**config.mk**
```make
export PLATFORM = sky130hd
export DESIGN_NAME = multicycle_controller
export DESIGN_NICKNAME = d
export VERILOG_FILES = /design/src/rtl/multicycle_controller.sv
export SDC_FILE = /design/constraint.sdc
export NUM_CORES = 1
export LEC_CHECK = 0
export ABC_CLOCK_PERIOD_IN_PS = 1400
export CORE_ASPECT_RATIO = 0.7
export CORE_MARGIN = 2
export CORE_UTILIZATION = 29
export DETAILED_ROUTE_END_ITERATION = 16
export PLACE_DENSITY_LB_ADDON = 0.08
export SLEW_MARGIN = 20
export SYNTH_ARGS = -nofsm -noshare
export SYNTH_HDL_FRONTEND = slang
export SYNTH_SLANG_ARGS = --single-unit
```
**constraint.sdc**
```tcl
create_clock -name clk -period 1.4 [get_ports clk]
set_input_delay 0.28 -clock clk [delete_from_list [all_inputs] [get_ports clk]]
set_output_delay 0.28 -clock clk [all_outputs]
set_load 0.03 [all_outputs]
```
**src/rtl/multicycle_controller.sv**
```systemverilog
// Multicycle RV32I control FSM: sequences FETCH/DECODE/execute/writeback states and
// drives datapath enables and mux selects from the state, IR fields and the ALU zero flag.
module multicycle_controller #(
  parameter logic [3:0] RESET_STATE  = 4'd0,
  parameter bit         ILLEGAL_TRAP = 1'b1
) (
  input  logic        clk,
  input  logic        rst_n,
  input  logic [31:0] instr,
  input  logic        zero,
  input  logic        mem_ready,
  output logic        PC_write,
  output logic        Adr_src,
  output logic        Mem_Write,
  output logic        IR_write,
  output logic [1:0]  Result_src,
  output logic [1:0]  ALU_src_A,
  output logic [1:0]  ALU_src_B,
  output logic [2:0]  ALU_control,
  output logic [1:0]  Imm_src,
  output logic        Reg_write,
  output logic        instr_retired,
  output logic        illegal_instr
);

  typedef enum logic [3:0] {
    S_FETCH    = 4'd0,
    S_DECODE   = 4'd1,
    S_MEMADR   = 4'd2,
    S_MEMREAD  = 4'd3,
    S_MEMWB    = 4'd4,
    S_MEMWRITE = 4'd5,
    S_EXECUTER = 4'd6,
    S_EXECUTEI = 4'd7,
    S_ALUWB    = 4'd8,
    S_BRANCH   = 4'd9,
    S_JAL      = 4'd10
  } state_e;

  localparam logic [6:0] OP_LOAD   = 7'b0000011;
  localparam logic [6:0] OP_STORE  = 7'b0100011;
  localparam logic [6:0] OP_RTYPE  = 7'b0110011;
  localparam logic [6:0] OP_ITYPE  = 7'b0010011;
  localparam logic [6:0] OP_BRANCH = 7'b1100011;
  localparam logic [6:0] OP_JAL    = 7'b1101111;

  localparam logic [2:0] ALU_ADD = 3'b000;
  localparam logic [2:0] ALU_SUB = 3'b001;
  localparam logic [2:0] ALU_AND = 3'b010;
  localparam logic [2:0] ALU_OR  = 3'b011;
  localparam logic [2:0] ALU_SLT = 3'b101;

  state_e     state_q, state_d;
  logic [6:0] opcode_s;
  logic [2:0] funct3_s;
  logic [2:0] alu_dec_s;
  logic       taken_s;
  logic       pc_write_s, ir_write_s, mem_write_s, reg_write_s, retired_s, illegal_s;
  logic       unused_s;

  assign opcode_s = instr[6:0];
  assign funct3_s = instr[14:12];
  assign unused_s = ^{instr[31], instr[29:15], instr[11:7]};
  assign taken_s  = ((funct3_s == 3'b000) &&  zero) ||
                    ((funct3_s == 3'b001) && !zero) ||
                    ((funct3_s == 3'b100) && !zero);

  // State register: the only flop in the controller.
  always_ff @(posedge clk or negedge rst_n) begin
    if (!rst_n) begin
      state_q <= state_e'(RESET_STATE);
    end else begin
      state_q <= state_d;
    end
  end

  // ALU operation for R-type and I-type ALU instructions (sub only when R-type with bit 30).
  always_comb begin
    alu_dec_s = ALU_ADD;
    case (funct3_s)
      3'b000:  begin
        if (instr[5] && instr[30]) alu_dec_s = ALU_SUB;
        else                       alu_dec_s = ALU_ADD;
      end
      3'b010:  alu_dec_s = ALU_SLT;
      3'b110:  alu_dec_s = ALU_OR;
      3'b111:  alu_dec_s = ALU_AND;
      default: alu_dec_s = ALU_ADD;
    endcase
  end

  // Immediate format follows the opcode directly, independent of state.
  always_comb begin
    Imm_src = 2'b00;
    case (opcode_s)
      OP_STORE:  Imm_src = 2'b01;
      OP_BRANCH: Imm_src = 2'b10;
      OP_JAL:    Imm_src = 2'b11;
      default:   Imm_src = 2'b00;
    endcase
  end

  // Next-state and per-state datapath controls.
  always_comb begin
    state_d     = state_q;
    pc_write_s  = 1'b0;
    ir_write_s  = 1'b0;
    mem_write_s = 1'b0;
    reg_write_s = 1'b0;
    retired_s   = 1'b0;
    illegal_s   = 1'b0;
    Adr_src     = 1'b0;
    Result_src  = 2'b00;
    ALU_src_A   = 2'b00;
    ALU_src_B   = 2'b00;
    ALU_control = ALU_ADD;
    case (state_q)
      S_FETCH: begin
        ALU_src_B  = 2'b10;
        Result_src = 2'b10;
        pc_write_s = mem_ready;
        ir_write_s = mem_ready;
        if (mem_ready) state_d = S_DECODE;
        else           state_d = S_FETCH;
      end
      S_DECODE: begin
        ALU_src_A = 2'b01;
        ALU_src_B = 2'b01;
        case (opcode_s)
          OP_LOAD, OP_STORE: state_d = S_MEMADR;
          OP_RTYPE:          state_d = S_EXECUTER;
          OP_ITYPE:          state_d = S_EXECUTEI;
          OP_BRANCH:         state_d = S_BRANCH;
          OP_JAL:            state_d = S_JAL;
          default: begin
            state_d   = S_FETCH;
            illegal_s = ILLEGAL_TRAP;
          end
        endcase
      end
      S_MEMADR: begin
        ALU_src_A = 2'b10;
        ALU_src_B = 2'b01;
        if (instr[5]) state_d = S_MEMWRITE;
        else          state_d = S_MEMREAD;
      end
      S_MEMREAD: begin
        Adr_src = 1'b1;
        if (mem_ready) state_d = S_MEMWB;
        else           state_d = S_MEMREAD;
      end
      S_MEMWB: begin
        Result_src  = 2'b01;
        reg_write_s = 1'b1;
        retired_s   = 1'b1;
        state_d     = S_FETCH;
      end
      S_MEMWRITE: begin
        Adr_src     = 1'b1;
        mem_write_s = 1'b1;
        if (mem_ready) begin
          retired_s = 1'b1;
          state_d   = S_FETCH;
        end else begin
          state_d   = S_MEMWRITE;
        end
      end
      S_EXECUTER: begin
        ALU_src_A   = 2'b10;
        ALU_control = alu_dec_s;
        state_d     = S_ALUWB;
      end
      S_EXECUTEI: begin
        ALU_src_A   = 2'b10;
        ALU_src_B   = 2'b01;
        ALU_control = alu_dec_s;
        state_d     = S_ALUWB;
      end
      S_ALUWB: begin
        reg_write_s = 1'b1;
        retired_s   = 1'b1;
        state_d     = S_FETCH;
      end
      S_BRANCH: begin
        ALU_src_A = 2'b10;
        case (funct3_s)
          3'b000, 3'b001: ALU_control = ALU_SUB;
          3'b100:         ALU_control = ALU_SLT;
          default:        ALU_control = ALU_ADD;
        endcase
        pc_write_s = taken_s;
        retired_s  = 1'b1;
        state_d    = S_FETCH;
      end
      S_JAL: begin
        // ALUOut already holds the target from DECODE; ALU computes the link value.
        ALU_src_A  = 2'b01;
        ALU_src_B  = 2'b10;
        pc_write_s = 1'b1;
        state_d    = S_ALUWB;
      end
      default: state_d = S_FETCH;
    endcase
  end

  // Write strobes are suppressed while reset is held so an aborted access has no side effect.
  assign PC_write      = rst_n & pc_write_s;
  assign IR_write      = rst_n & ir_write_s;
  assign Mem_Write     = rst_n & mem_write_s;
  assign Reg_write     = rst_n & reg_write_s;
  assign instr_retired = rst_n & retired_s;
  assign illegal_instr = rst_n & illegal_s;

endmodule

```
# Yosys cells after proc, flatten, opt, wreduce, memory -nomap -nowiden
# Index checks and enable logic that the tools add are counted.
# classes
n_addsub	0
n_mul	0
n_div	0
magnitude_cmp	0
eq_ne	21
n_shift	0
n_mux	23
n_bitwise	6
reduce_logical	21
# ops
operator	count
$pmux W4 S6	1
$pmux W4 S5	1
$eq A4 B3 Y1 const B	4
$eq A7 B6 Y1 const B	2
$eq A7 B7 Y1 const B	2
$reduce_or A2 Y1	7
$eq A4 B4 Y1 const B	3
$pmux W2 S2	3
$pmux W3 S2	2
$pmux W3 S4	1
$eq A3 B3 Y1 const B	3
$mux W1	9
$mux W3	3
$reduce_or A3 Y1	3
$eq A4 B2 Y1 const B	2
$eq A7 B2 Y1 const B	1
$eq A7 B5 Y1 const B	1
$and A1 B1 Y1	6
$pmux W2 S3	1
$reduce_or A6 Y1	1
$eq A4 B1 Y1 const B	1
$logic_and A1 B1 Y1	4
$logic_not A4 Y1	1
$reduce_or A4 Y1	1
other kinds (7)	8
# word_totals
register_bits	4
latchBits	0
mem_bits_rw	0
rom_bits	0
input_bits	36
output_inout_bits	18
memories	0

# Longest topological paths before layout
# logic_depth
ltp_word	6
mapped_depth	6
depth_no_buf	4

# Worst setup path after synthesis
# Ideal clock, no wire load.
# synth_timing
path_kind	input port to output port
startpoint	input instr[3]
endpoint	output Imm_src[0]
t_arrival_ps	1736
required_time_ps	1120
slack_ps	-616
path_stages	3
n_path_buf	0
cell_sequence	or2_2 or3_1 o32ai_1
# synth_via
elab_chain_len	2
# synth_lines
element	line	rtl
start, declared	9	input logic [31:0] instr,
$eq A7 B7 Y1 or $eq A7 B6 Y1 (tied branches)	95	case (opcode_s)
$pmux W2 S3 *	95	
end, declared	20	output logic [1:0] Imm_src,
# Every way passes the cells marked *; elsewhere a longest branch is shown, timed or not.

# Worst setup path in the final report
# layout_timing
startpoint	register state_q[3]
endpoint	output PC_write
# layout_via
elab_chain_len	3
# layout_lines
element	line	rtl
start, declared	53	state_e state_q, state_d;
start signal, assigned	71	state_q <= state_e'(RESET_STATE);
start signal, assigned	73	state_q <= state_d;
$eq A4 B4 Y1 or $logic_not A4 Y1 (tied branches)	117	case (state_q)
$pmux W1 S3 *	117	
$and A1 B1 Y1 *	207	assign PC_write = rst_n & pc_write_s;
end, declared	12	output logic PC_write,
# Marks and branches as above.

==> run metrics <==
largest net degree at the start of global routing 15; max-cap violations 0; result of the run finished with violations; TritonCTS clock tree done; die height 43.71 um; hold_ws about 0.11 ns; max-slew violation count 0; DRC Markers 0; Hold Path Class in -> async; WL met2 approximately 2.1 mm; area grow syn2layout 190.2%; first-pass detailed-route iteration total 4; Worst Path Required 1.12 ns; DP HPWL between 1.5 and 2 mm; most frequent CP cell buf_4; Top reg by flops state_q; All-Layer GR Usage 0.2517; syn nets roughly 130; Mapped Cells 93; Worst path slowest cell dfrtp_2; DR top layer met4; main flop type after synthesis dfrtp_1; biggest regs state_q: 4 flops; Max IR drop VDD 242.2 uV; failing checks negative setup slack; Commonest cells post-synth 12 x nor2_1, 9 x nand2_1, 7 x a21oi_1; Synth Area in Compound Gates 0.2337; antenna-violating nets left 0; worst reg2reg startpoint state_q[2]$_DFF_PN0_; Mapped Area between 600 and 700 sq um; setup ws final -0.7526 ns; Routed WL about 4.3 mm; fin area roughly 1900 sq um; CP arrival 1.87 ns; initial antenna violation count 0; Core ar. ~2100 sq um; WL met3 approximately 270 um; clk buf depth 2; Critical Path Start state_q[3]$_DFF_PN0_; Die Wd between 60 and 70 um; worst-margin pin slew about 0.34 ns; gpl congestion 0.8193; Async SR Flop Fraction 1.000; Avg Cell Area, Syn around 7 sq um; Power Density around 440 nW/um^2; Hold Vio Cnt, Final 0; I/O Buffers 32; Simple-Gate Fraction of Synth Area 0.4828; adder-cell share of the synthesized area 0; die area 2654 sq um; FP Rows 14; CTS H-tree depth 1; RSZ-0062 raised after global routing yes; slew margin rel. 0.7739; LEAKAGE 0.8262 nW; share of layout cells above drive strength 1 0.7198; met1 wire length about 1.7 mm; Seq/Total Area, Yosys 0.1533; dominant cells by area after synthesis dfrtp_1 15%, nor2_1 6.9%, nand2b_1 5.7%; Synth Warn # 0; flops & latches, synth 4; Synth top area share 0.1533; xor-xnor portion of the synthesized cell area 0.04023; Worst Setup Path Type reg -> out; global route total overflow 0; root buffer cell clkbuf_4; dominant combinational cell family by area after synthesis simple AND/OR/NAND/NOR gates; critical path peak fanout 4; number of flip-flops in the largest register 4; Worst Setup End Kind output pin; post-DR vias/cell approximately 5.5; I/O Pins 54; worst clock skew approximately 0.0099 ns; crit start category flip-flop; most frequent cell after synthesis nor2_1; first-pass GRT wire length 4.843 mm; Num CTS Buffers 3; setup TNS -7.353 ns; worst-skew pair later-pin latency ~0.25 ns; # diodes 0; minimum clock period after layout ~2.2 ns; slowest cell delay on critical path between 0.4 and 0.5 ns; clock sink count 4; Post-synth EDFFs 0; DP Area approximately 1300 sq um; cell taking the most area after synthesis dfrtp_1; count of routing violations after the opening detailed-route iteration 66; Initial Util 0.3056; synth unique cells 35; CP cell instances buf_4 > nor2_4 > nand2_1 > a211o_1 > a2111oi_4 > buf_4; Final Cycle Share 1.538; max frequency between 400 and 500 MHz; DR WL/cell approximately 20 um; Final Net Count 219; via count roughly 1,200; vias in the first global route roughly 1,000; Final setup viols 21; clock-pin slew on the worst setup and hold paths 0.05 ns; multiplexer share of the synthesized area 0.01533
[per-stage QoR]
stage,worst slack [ns],utilization,instances,power [W]
floorplan,-0.4157,-,93,0.0003355
global placement,-0.9421,0.6177,184,0.0004983
detailed placement,-0.9690,0.6177,184,0.0005020
CTS,-0.6814,0.7711,200,0.0007360
global route,-0.8152,0.8870,214,0.0008716
finish,-0.7526,0.8870,214,0.0008391
[layout by cell type, fill, tap and decap left out, types with 3 or more instances in the layout]
master,count
buf_4,39
nand2_1,6
nor2_1,4
nand2b_4,6
a21oi_4,3
nor2_4,8
buf_6,36
clkbuf_4,3
buf_12,5
clkdlybuf4s50_1,5
a21oi_1,3
o21ai_0,4
nor3_4,5
dfrtp_1,3
[repair_timing]
item,4_1_cts,5_1_grt
setup endpoints to repair,21,18
setup buffers,13,19
pin swaps,18,20
hold buffers,0,0
gates resized for setup,84,30
[where the power goes]
| part | switching [W] | internal [W] | leakage, nW |
|---|---|---|---|
| combinational | 0.000272 | 0.000269 | 0.759 |
| sequential | 0.00000580 | 0.000121 | 0.0526 |
| clock | 0.0000638 | 0.000108 | 0.0150 |
| total | 0.000341 | 0.000498 | 0.826 |
[per-layer routing]
metal	track usage	vias to the layer above
met3	0.03582	14
li1	-	514
met2	0.4108	63
met1	0.3527	576
met5	0	-
met4	0.05652	0
[critical path: cells and delay by family (launching register included)]
family / cells / cell delay (ns)
flops: 1 / 0.44
compound gates: 2 / 0.64
buf+inv: 2 / 0.38
simple gates: 2 / 0.15
[final timing paths]
path / to / slack (ns) / cells after the start
min in group clk: state_q[2]$_DFF_PN0_ / 0.52 / 4
hold / removal: state_q[3]$_DFF_PN0_ / 0.11 / 2
setup / recovery: PC_write / -0.75 / 6
setup reg to reg: state_q[0]$_DFF_PN0_ / -0.15 / 6
max in group asynchronous: state_q[1]$_DFF_PN0_ / 1.18 / 2
hold reg to reg: state_q[3]$_DFF_PN0_ / 0.84 / 3
[cells by family after synthesis]
group,count (synthesis)
compound gates,23
xor+xnor,3
buf+inv,9
flops,4
mux,1
simple gates,53
[area by class of cell]
type,count,area (sq um)
Timing Repair Buffer,92,907.1
Multi-Input combinational cell,80,813.3
Fill cell,102,241.5
Sequential cell,4,101.3
Tap cell,32,40.04
Clock buffer,4,26.28
Inverter,2,7.507
Power figures use the tool's default switching activity.
